==> src/rtl/button_event_block_if.sv <==
// Event handshake bundle: one-entry event register to its consumer.
// master: evt_valid/evt_code out, evt_ready in; slave is the reverse.
interface button_event_block_if;
  logic       evt_valid;
  logic [1:0] evt_code;
  logic       evt_ready;

  modport master (
    output evt_valid,
    output evt_code,
    input  evt_ready
  );

  modport slave (
    input  evt_valid,
    input  evt_code,
    output evt_ready
  );
endinterface

==> src/rtl/button_event_block.sv <==
// Debounced button level -> PRESS/RELEASE/LONG/REPEAT key events.
// Ports: clk, rst (async high), in (level), evt (event handshake),
// pressed (prev sample), overflow (sticky drop flag), clr_overflow.
module button_event_block #(
  parameter int CNT_WIDTH     = 26,
  parameter int LONG_CYCLES   = 50_000_000,
  parameter int REPEAT_CYCLES = 10_000_000,
  parameter bit REPEAT_EN     = 1'b1
) (
  input  logic                 clk,
  input  logic                 rst,
  input  logic                 in,
  button_event_block_if.master evt,
  output logic                 pressed,
  output logic                 overflow,
  input  logic                 clr_overflow
);

  localparam longint CNT_MAX =
    (longint'(1) << CNT_WIDTH) - 1;

  if (LONG_CYCLES < 2) begin : g_bad_long
    $error("LONG_CYCLES must be >= 2");
  end
  if (REPEAT_CYCLES < 2) begin : g_bad_rep
    $error("REPEAT_CYCLES must be >= 2");
  end
  if (longint'(LONG_CYCLES) - 1 > CNT_MAX)
  begin : g_long_fit
    $error("LONG_CYCLES-1 exceeds counter");
  end
  if (longint'(REPEAT_CYCLES) - 1 > CNT_MAX)
  begin : g_rep_fit
    $error("REPEAT_CYCLES-1 exceeds counter");
  end

  localparam logic [CNT_WIDTH-1:0] LONG_TC =
    CNT_WIDTH'(LONG_CYCLES - 1);
  localparam logic [CNT_WIDTH-1:0] REP_TC =
    CNT_WIDTH'(REPEAT_CYCLES - 1);

  localparam logic [1:0] EV_PRESS   = 2'b00;
  localparam logic [1:0] EV_RELEASE = 2'b01;
  localparam logic [1:0] EV_LONG    = 2'b10;
  localparam logic [1:0] EV_REPEAT  = 2'b11;

  typedef enum logic [1:0] {
    S_IDLE,
    S_PRESSED,
    S_HELD
  } state_t;

  state_t               state_q;
  state_t               state_d;
  logic                 prev_q;
  logic [CNT_WIDTH-1:0] cnt_q;
  logic [CNT_WIDTH-1:0] cnt_d;
  logic                 vld_q;
  logic                 vld_d;
  logic [1:0]           code_q;
  logic [1:0]           code_d;
  logic                 ovf_q;
  logic                 ovf_d;

  logic                 rise;
  logic                 fall;
  logic                 new_evt;
  logic [1:0]           new_code;
  logic                 accept;
  logic                 load;
  logic                 drop;

  assign rise = in & ~prev_q;
  assign fall = ~in & prev_q;

  always_ff @(posedge clk or posedge rst) begin
    if (rst) begin
      state_q <= S_IDLE;
      prev_q  <= 1'b0;
      cnt_q   <= '0;
      vld_q   <= 1'b0;
      code_q  <= EV_PRESS;
      ovf_q   <= 1'b0;
    end else begin
      state_q <= state_d;
      prev_q  <= in;
      cnt_q   <= cnt_d;
      vld_q   <= vld_d;
      code_q  <= code_d;
      ovf_q   <= ovf_d;
    end
  end

  // Event FSM; fall is checked first so a release
  // at the terminal edge suppresses LONG/REPEAT.
  always_comb begin
    state_d  = state_q;
    cnt_d    = cnt_q;
    new_evt  = 1'b0;
    new_code = EV_PRESS;
    unique case (state_q)
      S_IDLE: begin
        cnt_d = '0;
        if (rise) begin
          new_evt  = 1'b1;
          new_code = EV_PRESS;
          state_d  = S_PRESSED;
        end
      end
      S_PRESSED: begin
        if (fall) begin
          new_evt  = 1'b1;
          new_code = EV_RELEASE;
          state_d  = S_IDLE;
          cnt_d    = '0;
        end else if (cnt_q == LONG_TC) begin
          new_evt  = 1'b1;
          new_code = EV_LONG;
          state_d  = S_HELD;
          cnt_d    = '0;
        end else begin
          cnt_d = cnt_q + 1'b1;
        end
      end
      S_HELD: begin
        if (fall) begin
          new_evt  = 1'b1;
          new_code = EV_RELEASE;
          state_d  = S_IDLE;
          cnt_d    = '0;
        end else if (!REPEAT_EN) begin
          cnt_d = '0;
        end else if (cnt_q == REP_TC) begin
          new_evt  = 1'b1;
          new_code = EV_REPEAT;
          cnt_d    = '0;
        end else begin
          cnt_d = cnt_q + 1'b1;
        end
      end
      default: begin
        state_d = S_IDLE;
        cnt_d   = '0;
      end
    endcase
  end

  // One-entry output register. An accept frees the
  // slot in the same edge, so accept+load is lossless.
  assign accept = vld_q & evt.evt_ready;
  assign load   = new_evt & (~vld_q | evt.evt_ready);
  assign drop   = new_evt & vld_q & ~evt.evt_ready;

  always_comb begin
    vld_d  = vld_q;
    code_d = code_q;
    ovf_d  = ovf_q;
    if (load) begin
      vld_d  = 1'b1;
      code_d = new_code;
    end else if (accept) begin
      vld_d = 1'b0;
    end
    if (drop) begin
      ovf_d = 1'b1;
    end else if (clr_overflow) begin
      ovf_d = 1'b0;
    end
  end

  assign evt.evt_valid = vld_q;
  assign evt.evt_code  = code_q;
  assign pressed       = prev_q;
  assign overflow      = ovf_q;

endmodule

==> src/flat_wrapper.sv <==
// flat-port wrapper written by rule: the top's interface ports become plain ports
module button_event_block_flat 
#(
  parameter int CNT_WIDTH     = 26,
  parameter int LONG_CYCLES   = 50_000_000,
  parameter int REPEAT_CYCLES = 10_000_000,
  parameter bit REPEAT_EN     = 1'b1
)
  (clk, rst, in, pressed, overflow, clr_overflow, evt_evt_valid, evt_evt_code, evt_evt_ready);
  button_event_block_if evt_i ();
  input  logic clk;
  input  logic rst;
  input  logic in;
  output logic pressed;
  output logic overflow;
  input  logic clr_overflow;
  output wire logic [$bits(evt_i.evt_valid)-1:0] evt_evt_valid;
  output wire logic [$bits(evt_i.evt_code)-1:0] evt_evt_code;
  input wire logic [$bits(evt_i.evt_ready)-1:0] evt_evt_ready;
  assign evt_evt_valid = evt_i.evt_valid;
  assign evt_evt_code = evt_i.evt_code;
  assign evt_i.evt_ready = evt_evt_ready;
  button_event_block #(.CNT_WIDTH(CNT_WIDTH), .LONG_CYCLES(LONG_CYCLES), .REPEAT_CYCLES(REPEAT_CYCLES), .REPEAT_EN(REPEAT_EN)) u_core (.clk(clk), .rst(rst), .in(in), .evt(evt_i), .pressed(pressed), .overflow(overflow), .clr_overflow(clr_overflow));
endmodule
==> config.mk <==
export PLATFORM = sky130hd
export DESIGN_NAME = button_event_block_flat
export DESIGN_NICKNAME = d
export VERILOG_FILES = /design/src/rtl/button_event_block_if.sv /design/src/rtl/button_event_block.sv /design/src/flat_wrapper.sv
export SDC_FILE = /design/constraint.sdc
export NUM_CORES = 1
export LEC_CHECK = 0
export ABC_AREA = 0
export BUFFER_PORTS_ARGS = -buffer_cell sky130_fd_sc_hd__buf_2
export CAP_MARGIN = 20
export CELL_PAD_IN_SITES_DETAIL_PLACEMENT = 1
export CELL_PAD_IN_SITES_GLOBAL_PLACEMENT = 2
export CORE_ASPECT_RATIO = 1.25
export CORE_MARGIN = 3
export CORE_UTILIZATION = 35
export CTS_CLUSTER_DIAMETER = 150
export CTS_CLUSTER_SIZE = 40
export DETAILED_ROUTE_END_ITERATION = 6
export PLACE_DENSITY_LB_ADDON = 0.1
export SLEW_MARGIN = 0
export SYNTH_ARGS = -nofsm -noshare
export SYNTH_HDL_FRONTEND = slang
export SYNTH_SLANG_ARGS = --single-unit
==> constraint.sdc <==
create_clock -name clk -period 2.1 [get_ports clk]
set_input_delay 0.105 -clock clk [delete_from_list [all_inputs] [get_ports clk]]
set_output_delay 0.105 -clock clk [all_outputs]
set_load 0.1 [all_outputs]
==> flow_summary.yaml <==
status:
  status: "complete, no violations"
clock_tree:
  cts-root-buf: "clkbuf_8"
  cts_sinks: 33
  clkLatencyLatePin_ns: 0.29
  tritoncts: "built"
  clk_path_buf_depth: 2
  cts.clk_slew.worst_paths_ns: 0.07
  h-tree-depth: 2
  cts_buffers: 5
drt:
  first_pass_iters: 2
  drt_iter0_markers: 41
  wl_per_cell_um: 15.8
  vias: 1467
  antenna_left: 0
  drc: 0
  viasPerCell: 5.22
  routed_wl_um: 4440
timing:
  max_freq_mhz: 479
  setup_viol: 0
  hold_viol_final: 0
  drv_slew: 0
  finalSetupTns_ns: 0
  slew-limit-headroom_pct: 60.1
  clock_skew_ns: 0.00990
  grt_setup_unrepaired: "yes"
  tightestPinTransition_ns: 0.594
  finalCritPeriodShare_pct: 99.4
  fin_crit_ns: 2.09
placed_design:
  hpwlAfterDp_um: 3300
  gp_congestion: 0.822
  port_buffers: 9
  dpl-instance-area_mm2: 0.00208
pwr:
  pwr-share-clk_pct: 25.9
  power-per-cell-area_mw_per_mm2: 773
  p_comb_share_pct: 32.0
  seq_power_share_pct: 42.1
  switchingPower_w: 0.000633
  ir_drop_uv: 310
  swShare_pct: 37.3
  p_leak_nw: 0.934
  total_power_w: 0.00170
  p_int_w: 0.00106
floorplan:
  die-height_um: 86.7
  ios: 10
  start_util_pct: 37.4
  core_mm2: 0.00487
  dieArea_mm2: 0.00612
  rows: 28
  dieWidth_um: 70.6
global_route:
  grt_pass1_vias: 1647
  met1_usage_pct: 19.0
  busiest_layer: "met2"
  use_met3_pct: 3.83
  grt_max_degree: 34
  grt_overflow: 0
  met2_usage_pct: 30.5
  grt_pass1_wl_um: 7980
  grt_antenna_before_repair: 0
  grt_use_total_pct: 16.6
final_layout:
  ff_latch_area_um2: 826
  nets: 232
  stdcell_area_mm2: 0.00220
  fin_util_pct: 45.1
  drive_gt1_share_pct: 20.8
  diodes: 0
  multi_input_area_um2: 950
  fillers: 565
  area_growth_pct: 20.5
yosys:
  avgSynthCellArea_um2: 9.85
  yosys_warnings: 0
  ys_seq_area_share_pct: 45.3
  synth.distinct_cells: 37
  ys_seq_elements: 33
  syn-instance-count: 185
  netlist_area_mm2: 0.00182
  synthesis.nets: 195
  synth_edf_count: 0
  synth_ff_type: "dfrtp_1"
  synthArstFlopShare_pct: 100
worst_hold_path:
  hold_class: "input pin to flip-flop"
critical_path:
  cp_slowest_stage_delay_ns: 0.56
  critical_path.endpoint_type: "flip-flop"
  worstPathRequired_ns: 2.27
  criticalPathCategory: "flip-flop to flip-flop"
  cp_num_buf_inv: 2
  crit_family: "simple AND/OR/NAND/NOR gates"
  cp.arrival_ns: 2.26
  worstSetupStartpointType: "flip-flop"
  path_cells: "or4b_4, nor4_4, buf_4, a21oi_1, o21ai_4, buf_12, nor2_1"
  worst-path-max-fanout: 26
  critPathSlowestCell: "or4b_4"
run:
  cap_violations: 0
worst reg2reg max path, delay by kind of cell (launching register included):
kind	cells	cell delay (ns)
and+or+nand+nor	3	0.94
AOI/OAI and AO/OA	2	0.25
DFF	1	0.40
buffers and inverters	2	0.38
layer usage:
layer  vias to the layer above  wire, µm
met2                        14      2400
met3                         5       119
met5                         -         0
met4                         0        51
li1                        718         -
met1                       730      1870
stage by stage:
step	instances	hold WS (ns)	setup slack, ns
floorplan	185	0.136	0.0464
global placement	272	0.215	0.0717
detailed placement	272	0.225	0.00176
CTS	280	0.0148	0.00247
global route	281	0.00789	-0.124
finish	281	0.0176	0.0119
cells by family (layout without fill, tap and decap cells):
kind of cell	after synthesis	after routing	synth area share, %
flops	33	33	45.3
buf+inv	11	47	3.29
compound gates	17	17	6.86
simple gates	93	93	28.3
fa+ha+maj	5	5	3.43
mux	3	3	1.72
xor+xnor	23	23	11.0
flip-flops by register name, indices dropped and copies added, names as in the netlist:
name,cells
u_core.evt.evt_valid,1
u_core.evt.evt_code,2
u_core.state_q,2
u_core.overflow,1
u_core.cnt_q,26
u_core.pressed,1
area by class of cell:
cell class,instances,area share (%)
Clock buffer,5,3.13
Multi-Input combinational cell,141,43.2
Tap cell,60,3.42
Clock inverter,1,0.228
Timing Repair Buffer,33,11.0
Inverter,8,1.37
Sequential cell,33,37.6
cells in the mapped netlist, drive strengths merged, types with 2 or more instances:
| cell type | n | area [µm²] |
|---|---|---|
| a21oi | 8 | 43.8 |
| nand4 | 8 | 50.1 |
| or4bb | 3 | 33.8 |
| nor3 | 3 | 15.0 |
| nor2 | 28 | 105 |
| dfrtp | 33 | 826 |
| inv | 8 | 30.0 |
| nand2b | 6 | 37.5 |
| nor2b | 2 | 12.5 |
| o21ai | 3 | 26.3 |
| nand3 | 16 | 80.1 |
| and3 | 3 | 18.8 |
| ha | 5 | 62.6 |
| or4b | 2 | 23.8 |
| nand2 | 9 | 33.8 |
| xnor2 | 6 | 52.6 |
| buf | 3 | 30.0 |
| nor4 | 7 | 65.1 |
| mux2i | 2 | 20.0 |
| and2 | 3 | 18.8 |
| xor2 | 17 | 149 |
power by group through the flow:
| stage | Clock [W] | Sequential (W) | Combinational (W) |
|---|---|---|---|
| after global routing | 0.000497 | 0.000723 | 0.000597 |
| after detailed placement | 0 | 0.000726 | 0.000531 |
| after global placement | 0 | 0.000723 | 0.000518 |
| final | 0.000440 | 0.000714 | 0.000543 |
| after CTS | 0.000458 | 0.000714 | 0.000538 |
| after floorplan | 0 | 0.000847 | 0.000294 |
what timing repair did:
item	CTS	global route
endpoints found under the hold margin	34	0
endpoints found under the setup margin	3	27
setup buffers	0	1
gates resized for setup	2	1
pin swaps	0	2
hold buffers	2	0
cells in the final DEF (no fill, tap or decap), drive strengths merged, types with 2 or more instances in the layout:
master / synthesis / layout
dlygate4sd3: 0 / 2
dfrtp: 33 / 33
nor2b: 2 / 2
buf: 3 / 31
nor4: 7 / 7
nor3: 3 / 3
nand4: 8 / 8
mux2i: 2 / 2
xor2: 17 / 17
nor2: 28 / 28
and3: 3 / 3
or4b: 2 / 2
xnor2: 6 / 6
clkbuf: 0 / 5
or4bb: 3 / 3
inv: 8 / 8
ha: 5 / 5
o21ai: 3 / 3
nand3: 16 / 16
nand2b: 6 / 6
and2: 3 / 3
nand2: 9 / 9
a21oi: 8 / 8
path summary, 6_finish.rpt:
path                                               startpoint  depth (start not counted)  slack, ns                                 end
min in group asynchronous                                 rst                          4       0.46  u_core.evt.evt_code[1]$_DFFE_PP0P_
max reg2reg                         u_core.cnt_q[8]$_DFF_PP0_                          7       0.01          u_core.cnt_q[14]$_DFF_PP0_
min                                              clr_overflow                          2       0.02         u_core.overflow$_DFFE_PP0P_
max in group asynchronous                                 rst                          4       1.33          u_core.cnt_q[24]$_DFF_PP0_
min reg2reg                u_core.evt.evt_code[0]$_DFFE_PP0P_                          1       0.49  u_core.evt.evt_code[0]$_DFFE_PP0P_
max                                 u_core.cnt_q[8]$_DFF_PP0_                          7       0.01          u_core.cnt_q[14]$_DFF_PP0_
No activity file was read; power rests on OpenSTA's default activity.
